--- config.mk ---
export PLATFORM = sky130hd
export DESIGN_NAME = vec_assembler_flat
export DESIGN_NICKNAME = d
export VERILOG_FILES = /design/src/rtl/fp_pkg.sv /design/src/rtl/vec_assembler_if.sv /design/src/rtl/vec_assembler_fifo.sv /design/src/rtl/vec_assembler.sv /design/src/flat_wrapper.sv
export SDC_FILE = /design/constraint.sdc
export NUM_CORES = 2
export LEC_CHECK = 0
export ABC_AREA = 0
export CAP_MARGIN = 30
export CORE_AREA = 2 2 569 571
export DETAILED_ROUTE_END_ITERATION = 10
export DIE_AREA = 0 0 571 573
export MAX_ROUTING_LAYER = met4
export PLACE_DENSITY_LB_ADDON = 0.25
export SYNTH_ARGS = -nofsm -noshare
export SYNTH_HDL_FRONTEND = slang
export SYNTH_SLANG_ARGS = --single-unit
--- constraint.sdc ---
create_clock -name clk -period 78.7 [get_ports clk]
set_clock_uncertainty 0.2 [all_clocks]
set_input_delay 19.675 -clock clk [delete_from_list [all_inputs] [get_ports clk]]
set_output_delay 19.675 -clock clk [all_outputs]
set_load 0.01 [all_outputs]
--- src/rtl/fp_pkg.sv ---
// Fingerprint pipeline shared defaults: vector/bus/weight widths and the beat-index sizing helper.
package fp_pkg;

  localparam int unsigned VECTOR_WIDTH  = 920;
  localparam int unsigned BUS_WIDTH     = 512;
  localparam int unsigned SUB_VECTOR_NO = (VECTOR_WIDTH + BUS_WIDTH - 1) / BUS_WIDTH;
  localparam int unsigned CNT_WIDTH     = $clog2(VECTOR_WIDTH);

  function automatic int unsigned beat_idx_width(input int unsigned n);
    return (n > 1) ? $clog2(n) : 1;
  endfunction

endpackage

--- src/rtl/vec_assembler_if.sv ---
// Upstream beat/weight stream plus downstream valid/ready port of the vector assembler.
interface vec_assembler_if #(
  parameter int unsigned VECTOR_WIDTH = fp_pkg::VECTOR_WIDTH,
  parameter int unsigned BUS_WIDTH    = fp_pkg::BUS_WIDTH,
  parameter int unsigned CNT_WIDTH    = fp_pkg::CNT_WIDTH
);

  logic [BUS_WIDTH-1:0]    i_SubVector;
  logic                    i_Valid;
  logic [CNT_WIDTH-1:0]    i_Cnt;
  logic                    i_CntNew;
  logic [VECTOR_WIDTH-1:0] o_Vector;
  logic [CNT_WIDTH-1:0]    o_Cnt;
  logic                    o_Valid;
  logic                    i_Ready;
  logic                    o_Overflow;

  modport slave (
    input  i_SubVector, i_Valid, i_Cnt, i_CntNew, i_Ready,
    output o_Vector, o_Cnt, o_Valid, o_Overflow
  );

  modport master (
    output i_SubVector, i_Valid, i_Cnt, i_CntNew, i_Ready,
    input  o_Vector, o_Cnt, o_Valid, o_Overflow
  );

endinterface

--- src/rtl/vec_assembler_fifo.sv ---
// Small synchronous first-word-fall-through FIFO; a push is accepted when full if a pop happens the same cycle.
module sync_fifo_small #(
  parameter int unsigned WIDTH = 8,
  parameter int unsigned DEPTH = 2
) (
  input  logic             clk,
  input  logic             rst,
  input  logic             push,
  input  logic [WIDTH-1:0] din,
  input  logic             pop,
  output logic [WIDTH-1:0] dout,
  output logic             full,
  output logic             empty
);

  localparam int unsigned PW = (DEPTH > 1) ? $clog2(DEPTH) : 1;
  localparam int unsigned CW = $clog2(DEPTH + 1);

  logic [WIDTH-1:0] mem [DEPTH];
  logic [PW-1:0]    rd_ptr, wr_ptr;
  logic [CW-1:0]    count;
  logic             do_pop, do_push;

  function automatic logic [PW-1:0] ptr_inc(input logic [PW-1:0] p);
    return (p == PW'(DEPTH - 1)) ? '0 : p + PW'(1);
  endfunction

  assign full    = (count == CW'(DEPTH));
  assign empty   = (count == '0);
  assign do_pop  = pop & ~empty;
  assign do_push = push & (~full | do_pop);
  assign dout    = mem[rd_ptr];

  always_ff @(posedge clk) begin
    if (rst) begin
      rd_ptr <= '0;
      wr_ptr <= '0;
      count  <= '0;
      for (int unsigned i = 0; i < DEPTH; i++) mem[i] <= '0;
    end else begin
      if (do_push) begin
        mem[wr_ptr] <= din;
        wr_ptr      <= ptr_inc(wr_ptr);
      end
      if (do_pop) rd_ptr <= ptr_inc(rd_ptr);
      case ({do_push, do_pop})
        2'b10:   count <= count + CW'(1);
        2'b01:   count <= count - CW'(1);
        default: count <= count;
      endcase
    end
  end

endmodule

--- src/rtl/vec_assembler.sv ---
// Assembles bus-wide beats into fingerprints, pairs each with its weight in arrival order,
// and presents the pair on a valid/ready port; drops on full queues set a sticky overflow flag.
module vec_assembler
  import fp_pkg::*;
#(
  parameter int unsigned VECTOR_WIDTH  = fp_pkg::VECTOR_WIDTH,
  parameter int unsigned BUS_WIDTH     = fp_pkg::BUS_WIDTH,
  parameter int unsigned SUB_VECTOR_NO = fp_pkg::SUB_VECTOR_NO,
  parameter int unsigned CNT_WIDTH     = fp_pkg::CNT_WIDTH,
  parameter int unsigned DEPTH         = 2
) (
  input  logic            clk,
  input  logic            rst,
  vec_assembler_if.slave  bus
);

  localparam int unsigned IDX_W = beat_idx_width(SUB_VECTOR_NO);
  localparam int unsigned ASM_W = (SUB_VECTOR_NO - 1) * BUS_WIDTH;
  localparam logic [IDX_W-1:0] LAST_IDX = IDX_W'(SUB_VECTOR_NO - 1);

  logic [IDX_W-1:0]        idx_q;
  logic [ASM_W-1:0]        asm_q;
  logic [VECTOR_WIDTH-1:0] vec_in;
  logic                    last_beat;
  logic                    ovf_q;
  logic                    pop, valid;
  logic                    v_full, v_empty, c_full, c_empty;
  logic                    v_drop, c_drop;

  // The last beat bypasses the assembly register so the complete vector is queued the same cycle;
  // beat bits beyond VECTOR_WIDTH fall off in the truncation.
  assign last_beat = bus.i_Valid && (idx_q == LAST_IDX);
  assign vec_in    = VECTOR_WIDTH'({bus.i_SubVector, asm_q});

  assign valid = ~v_empty & ~c_empty;
  assign pop   = valid & bus.i_Ready;

  assign v_drop = last_beat    & v_full & ~pop;
  assign c_drop = bus.i_CntNew & c_full & ~pop;

  always_ff @(posedge clk) begin
    if (rst) begin
      idx_q <= '0;
      asm_q <= '0;
      ovf_q <= 1'b0;
    end else begin
      if (bus.i_Valid) begin
        idx_q <= last_beat ? '0 : idx_q + IDX_W'(1);
        if (!last_beat) asm_q[idx_q*BUS_WIDTH +: BUS_WIDTH] <= bus.i_SubVector;
      end
      ovf_q <= ovf_q | v_drop | c_drop;
    end
  end

  sync_fifo_small #(.WIDTH(VECTOR_WIDTH), .DEPTH(DEPTH)) u_vec_fifo (
    .clk   (clk),
    .rst   (rst),
    .push  (last_beat),
    .din   (vec_in),
    .pop   (pop),
    .dout  (bus.o_Vector),
    .full  (v_full),
    .empty (v_empty)
  );

  sync_fifo_small #(.WIDTH(CNT_WIDTH), .DEPTH(DEPTH)) u_cnt_fifo (
    .clk   (clk),
    .rst   (rst),
    .push  (bus.i_CntNew),
    .din   (bus.i_Cnt),
    .pop   (pop),
    .dout  (bus.o_Cnt),
    .full  (c_full),
    .empty (c_empty)
  );

  assign bus.o_Valid    = valid;
  assign bus.o_Overflow = ovf_q;

endmodule
--- src/flat_wrapper.sv ---
// flat-port wrapper written by rule: the top's interface ports become plain ports
module vec_assembler_flat import fp_pkg::*;
#(
  parameter int unsigned VECTOR_WIDTH  = fp_pkg::VECTOR_WIDTH,
  parameter int unsigned BUS_WIDTH     = fp_pkg::BUS_WIDTH,
  parameter int unsigned SUB_VECTOR_NO = fp_pkg::SUB_VECTOR_NO,
  parameter int unsigned CNT_WIDTH     = fp_pkg::CNT_WIDTH,
  parameter int unsigned DEPTH         = 2
)
  (clk, rst, bus_i_SubVector, bus_i_Valid, bus_i_Cnt, bus_i_CntNew, bus_i_Ready, bus_o_Vector, bus_o_Cnt, bus_o_Valid, bus_o_Overflow);
  vec_assembler_if #(.VECTOR_WIDTH(VECTOR_WIDTH), .BUS_WIDTH(BUS_WIDTH), .CNT_WIDTH(CNT_WIDTH)) bus_i ();
  input  logic clk;
  input  logic rst;
  input wire logic [$bits(bus_i.i_SubVector)-1:0] bus_i_SubVector;
  input wire logic [$bits(bus_i.i_Valid)-1:0] bus_i_Valid;
  input wire logic [$bits(bus_i.i_Cnt)-1:0] bus_i_Cnt;
  input wire logic [$bits(bus_i.i_CntNew)-1:0] bus_i_CntNew;
  input wire logic [$bits(bus_i.i_Ready)-1:0] bus_i_Ready;
  output wire logic [$bits(bus_i.o_Vector)-1:0] bus_o_Vector;
  output wire logic [$bits(bus_i.o_Cnt)-1:0] bus_o_Cnt;
  output wire logic [$bits(bus_i.o_Valid)-1:0] bus_o_Valid;
  output wire logic [$bits(bus_i.o_Overflow)-1:0] bus_o_Overflow;
  assign bus_i.i_SubVector = bus_i_SubVector;
  assign bus_i.i_Valid = bus_i_Valid;
  assign bus_i.i_Cnt = bus_i_Cnt;
  assign bus_i.i_CntNew = bus_i_CntNew;
  assign bus_i.i_Ready = bus_i_Ready;
  assign bus_o_Vector = bus_i.o_Vector;
  assign bus_o_Cnt = bus_i.o_Cnt;
  assign bus_o_Valid = bus_i.o_Valid;
  assign bus_o_Overflow = bus_i.o_Overflow;
  vec_assembler #(.VECTOR_WIDTH(VECTOR_WIDTH), .BUS_WIDTH(BUS_WIDTH), .SUB_VECTOR_NO(SUB_VECTOR_NO), .CNT_WIDTH(CNT_WIDTH), .DEPTH(DEPTH)) u_core (.clk(clk), .rst(rst), .bus(bus_i));
endmodule
# After elaboration in Yosys (flattened, before gate mapping)
# Memories as Yosys holds them, arrays and structs flattened. A register that Yosys moved wholly into a read port is not among the register bits.
# Index checks and enable logic that the tools add are counted.
dict set report classes {
  add_sub_neg 10
  n_eq_ne 6
  shifts 2
  muxes 26
  n_bitwise 20
  reduce_logical 8
}
# cell n
set ops {}
lappend ops {{2-to-1 mux 920 bit} 1}
lappend ops {{OR reduction 920 bit} 1}
lappend ops {{bitwise mux 512 bit} 1}
lappend ops {{variable shift 512 x 34 -> 512 bit, first input constant} 1}
lappend ops {{indexed part select 512 x 34 -> 512 bit} 1}
lappend ops {{negator 10 -> 34 bit} 1}
lappend ops {{2-to-1 mux 1 bit} 21}
lappend ops {{bitwise AND 1 bit} 10}
lappend ops {{2-to-1 mux 10 bit} 1}
lappend ops {{OR reduction 10 bit} 1}
lappend ops {{== test 2 bit, second input constant} 4}
lappend ops {{case mux 2 bit (2 select lines)} 2}
lappend ops {{NOT 1 bit} 6}
lappend ops {{adder 1 bit, second input constant} 5}
lappend ops {{adder 2 x 1 -> 2 bit, second input constant} 2}
lappend ops {{== test 2 x 1 -> 1 bit, second input constant} 2}
lappend ops {{logical NOT 2 bit} 2}
lappend ops {{bitwise OR 1 bit} 4}
lappend ops {{nonzero test 2 bit} 2}
lappend ops {{subtractor 2 x 1 -> 2 bit, second input constant} 2}
lappend ops {{AND reduction 2 bit} 1}
lappend ops {{logical AND 1 bit} 1}
dict set report word_totals {
  reg_bits 522
  ram_bits 1860
  memories 2
}
# memory depth width rd rd_ports_with_merged_regs write_ports line
set mem_list {}
lappend mem_list {u_core.u_vec_fifo.mem 2 920 1 1 2 vec_assembler_fifo.sv:19} ;# logic [WIDTH-1:0] mem [DEPTH];
lappend mem_list {u_core.u_cnt_fifo.mem 2 10 1 1 2 vec_assembler_fifo.sv:19}

# Longest topological paths before layout
dict set report depth {
  ltp_word 12
  mapped_depth 8
  depth_no_buf 7
}

# Hierarchy
# A second synthesis with hierarchy kept.
dict set report hier_totals {
  cells_unflattened 7256
  area_unflattened_um2 98100.3
}
# module n_inst cells_per_inst area_each_um2 seq_area_each_um2
set modules_own_cells {}
lappend modules_own_cells {{sync_fifo_small (u_core.u_vec_fifo)} 1 4938 78879.4 55353.1}
lappend modules_own_cells {vec_assembler 1 2232 18069.8 10289.9}
lappend modules_own_cells {{sync_fifo_small (u_core.u_cnt_fifo)} 1 86 1151.1 700.7}

# Worst setup path after synthesis
# No wires, ideal clock.
dict set report synth_path {
  kind {in2reg}
  start {input port bus_i_Ready}
  end {memory u_core.u_vec_fifo.mem[0][0] (netlist bit), enable pin}
  setup_ns 2.404
  t_arrival_ns 62.029
  required_ns 76.096
  setup_slack_ns 14.067
  path_stages 4
  path_cell_list {o21ai_2 -> a21oi_1 -> inv_1 -> o21bai_1}
}
# element line
set synth_rtl {}
lappend synth_rtl {{from (decl)} flat_wrapper.sv:18} ;# input wire logic [$bits(bus_i.i_Ready)-1:0] bus_i_Ready;
lappend synth_rtl {{to (decl)} vec_assembler_fifo.sv:19}

==> results.cfg <==
[timing]
period_needed_ns = 26.59
slew_violations = 0
fin_tns_setup_ns = 0
worst_slew_pin_slew_ns = 1.248
period_share_pct = 33.79
worst_slack_ns = 52.11
max_slew_margin_pct = 16.79
hold_ws_ns = 0.2559
hold_violations = 0
setup_viol = 0
rsz0062_at_grt = no
clock.fmax_mhz = 37.61

[logic_synthesis]
syn_area_per_cell_um2 = 13.41
synthArstFlopShare_pct = 0
syn_nets = 7774
synth_seq_cells = 2384
yosysWarnings = 0
seq_area_frac_synth_pct = 68.27
synthFlopType = edfxtp_1
netlist.area_leader.share_pct = 57.47
netlist_area_mm2 = 0.09718
yosysUniqueCellTypes = 28
synth_commonest_cells = and2_1 (1860), edfxtp_1 (1860), nand2_1 (1025), mux2_2 (930), dfxtp_1 (524)
synth_edf_count = 1860
yosysTopAreaCell = edfxtp_1
netlist_top_cells_area = edfxtp_1 (57%), and2_1 (12%), dfxtp_1 (11%)
syn_inst = 7245

[clock_tree]
postCtsSetupRepairBufs = 0
hold_buffers = 0
cts.repair.resized = 0
clk_latency_ns = 0.87
cts_buffer_depth = 4
htreeDepth = 5
clk_pin_slew_ns = 0.06
cts_tree = done
cts_root_buffer = clkbuf_16
cts-buffers-inserted = 272
numClockSinks = 2384

[detailed_routing]
dr.pass1.iters = 5
routed-via-count = 60790
first_iter_violations = 3994
ant_nets = 0
drt-vias-per-instance = 4.603
drt_wl_total_um = 323900
drc_errors = 0
drt-wirelength-per-cell_um = 24.53

[global_route]
antenna_found_initial = 108
grt-ovfl-total = 0
grt_pass1_vias = 61120
grt_use_total_pct = 19.59
grt_max_degree = 221
grt_pass1_wl_um = 452000

[power]
ir_drop_mv = 0.01455
total_power_mw = 3.014
leakage_nw = 45.79
p_per_area_mw_per_mm2 = 23.97

[placement]
place_inst = 12620
dpl_cell_area_mm2 = 0.1163
gp_congestion = 0.8731
io_buffers = 1458
place_hpwl_um = 218100
dp_slack_ns = 52.10

[finish]
fill_cells = 30140
fin_nets = 9125
drive_above_1_share_pct = 16.35
fin_area_mm2 = 0.1258
instances_no_fill = 13210
areaGrowthSynthToFinish_pct = 29.40
final_util_pct = 39.25

[critical_path]
endpoint_kind = output port
cp-start-kind = flip-flop
crit_fanout = 70
crit_type = flip-flop to output port
arrival_ns = 6.71
crit_required_ns = 58.83

[floorplan]
start_util_pct = 30.33
dieArea_mm2 = 0.3272
coreArea_mm2 = 0.3204
die_h_um = 573
dieWidth_um = 571
fp-row-count = 208
io_pins = 1459

[status]
status = finished clean

[min_path]
hold_class = flip-flop to flip-flop

[flow_run]
drv_cap = 0
[power by group]
part           switching [mW]  total (mW)  internal, mW
clock                   0.537        1.28         0.742
sequential             0.0256        1.45          1.42
combinational           0.159       0.289         0.130
[placed cells by master, fill, tap and decap left out, types with 2 or more instances in the layout]
master and instances:
a211oi_4 2, a21oi_1 518, and2_1 1860, buf_12 11, buf_16 17, buf_4 73
buf_8 2, bufinv_16 19, clkbuf_1 77, clkbuf_16 275, clkbuf_8 26, clkdlybuf4s50_1 1457
clkinv_1 27, clkinv_16 10, clkinv_2 39, clkinv_4 3, clkinv_8 6, clkinvlp_4 6
dfxtp_1 523, diode_2 80, edfxtp_1 1860, ha_1 2, inv_1 3, inv_16 4
inv_6 7, mux2_2 930, nand2_1 1025, nand2b_1 3, nor2_1 6, nor2b_1 2
o21ai_0 3, o21bai_1 2, o221a_2 2, or3_1 2, xnor2_1 4, xor2_1 2
[cells by family after synthesis]
family,count (synthesis),share of synthesized area [%]
fa+ha+maj,2,0.02575
flops,2384,68.27
mux,930,10.78
buf+inv,486,2.025
xor+xnor,6,0.05407
compound gates,536,2.830
simple gates,2901,16.02
[per-layer routing]
layer	wire length (um)	global-route usage (%)	share of wire (%)	vias up
met5	0	-	0	-
met4	13500	8.412	4.2	0
met3	25560	5.579	7.9	533
met2	155400	31.33	48	1957
met1	129500	22.93	40	30450
li1	-	-	-	27850
[cell type report]
class                      instances  area (um2)  share of cell area, %
sequential                      2384       66350                  52.76
multi-input combinational       4375       28940                  23.01
timing repair buffer            1560       15850                  12.60
clock buffer                     378        7528                  5.987
tap                             4305        5386                  4.283
clock inverter                   122        1489                  1.184
antenna                           80       200.2                 0.1592
inverter                           3       11.26               0.008955
[sequential cells by signal, summed over array words and instances, names as in the netlist, named ones only]
signal and cells:
u_core.u_vec_fifo.mem 1840, u_core.u_cnt_fifo.mem 20, u_core.u_vec_fifo.rd_ptr 1, u_core.u_cnt_fifo.count 2
u_core.u_vec_fifo.wr_ptr 1, u_core.u_vec_fifo.count 2, u_core.idx_q 1, u_core.u_cnt_fifo.rd_ptr 1
u_core.u_cnt_fifo.wr_ptr 1, u_core.asm_q 512, u_core.bus.o_Overflow 1
[critical path, stage by stage, from the launching register on]
cell	delay, ns
dfxtp_4	0.98
buf_4	0.72
buf_4	0.66
buf_4	0.71
buf_4	0.75
buf_4	0.80
mux2_2	0.43
clkdlybuf4s50_1	0.48
[final timing paths]
kind | startpoint | to | slack (ns) | cells after the start
min | u_core.asm_q[137] | u_core.asm_q[137] | 0.26 | 2
max | flip-flop | bus_o_Vector[157] | 52.11 | 7
min reg2reg | u_core.asm_q[137] | u_core.asm_q[137] | 0.26 | 2
max reg2reg | u_core.u_cnt_fifo.count[0] | u_core.u_vec_fifo.mem[1][230] | 71.89 | 9
Note: power is estimated with default switching activity, not from simulation.
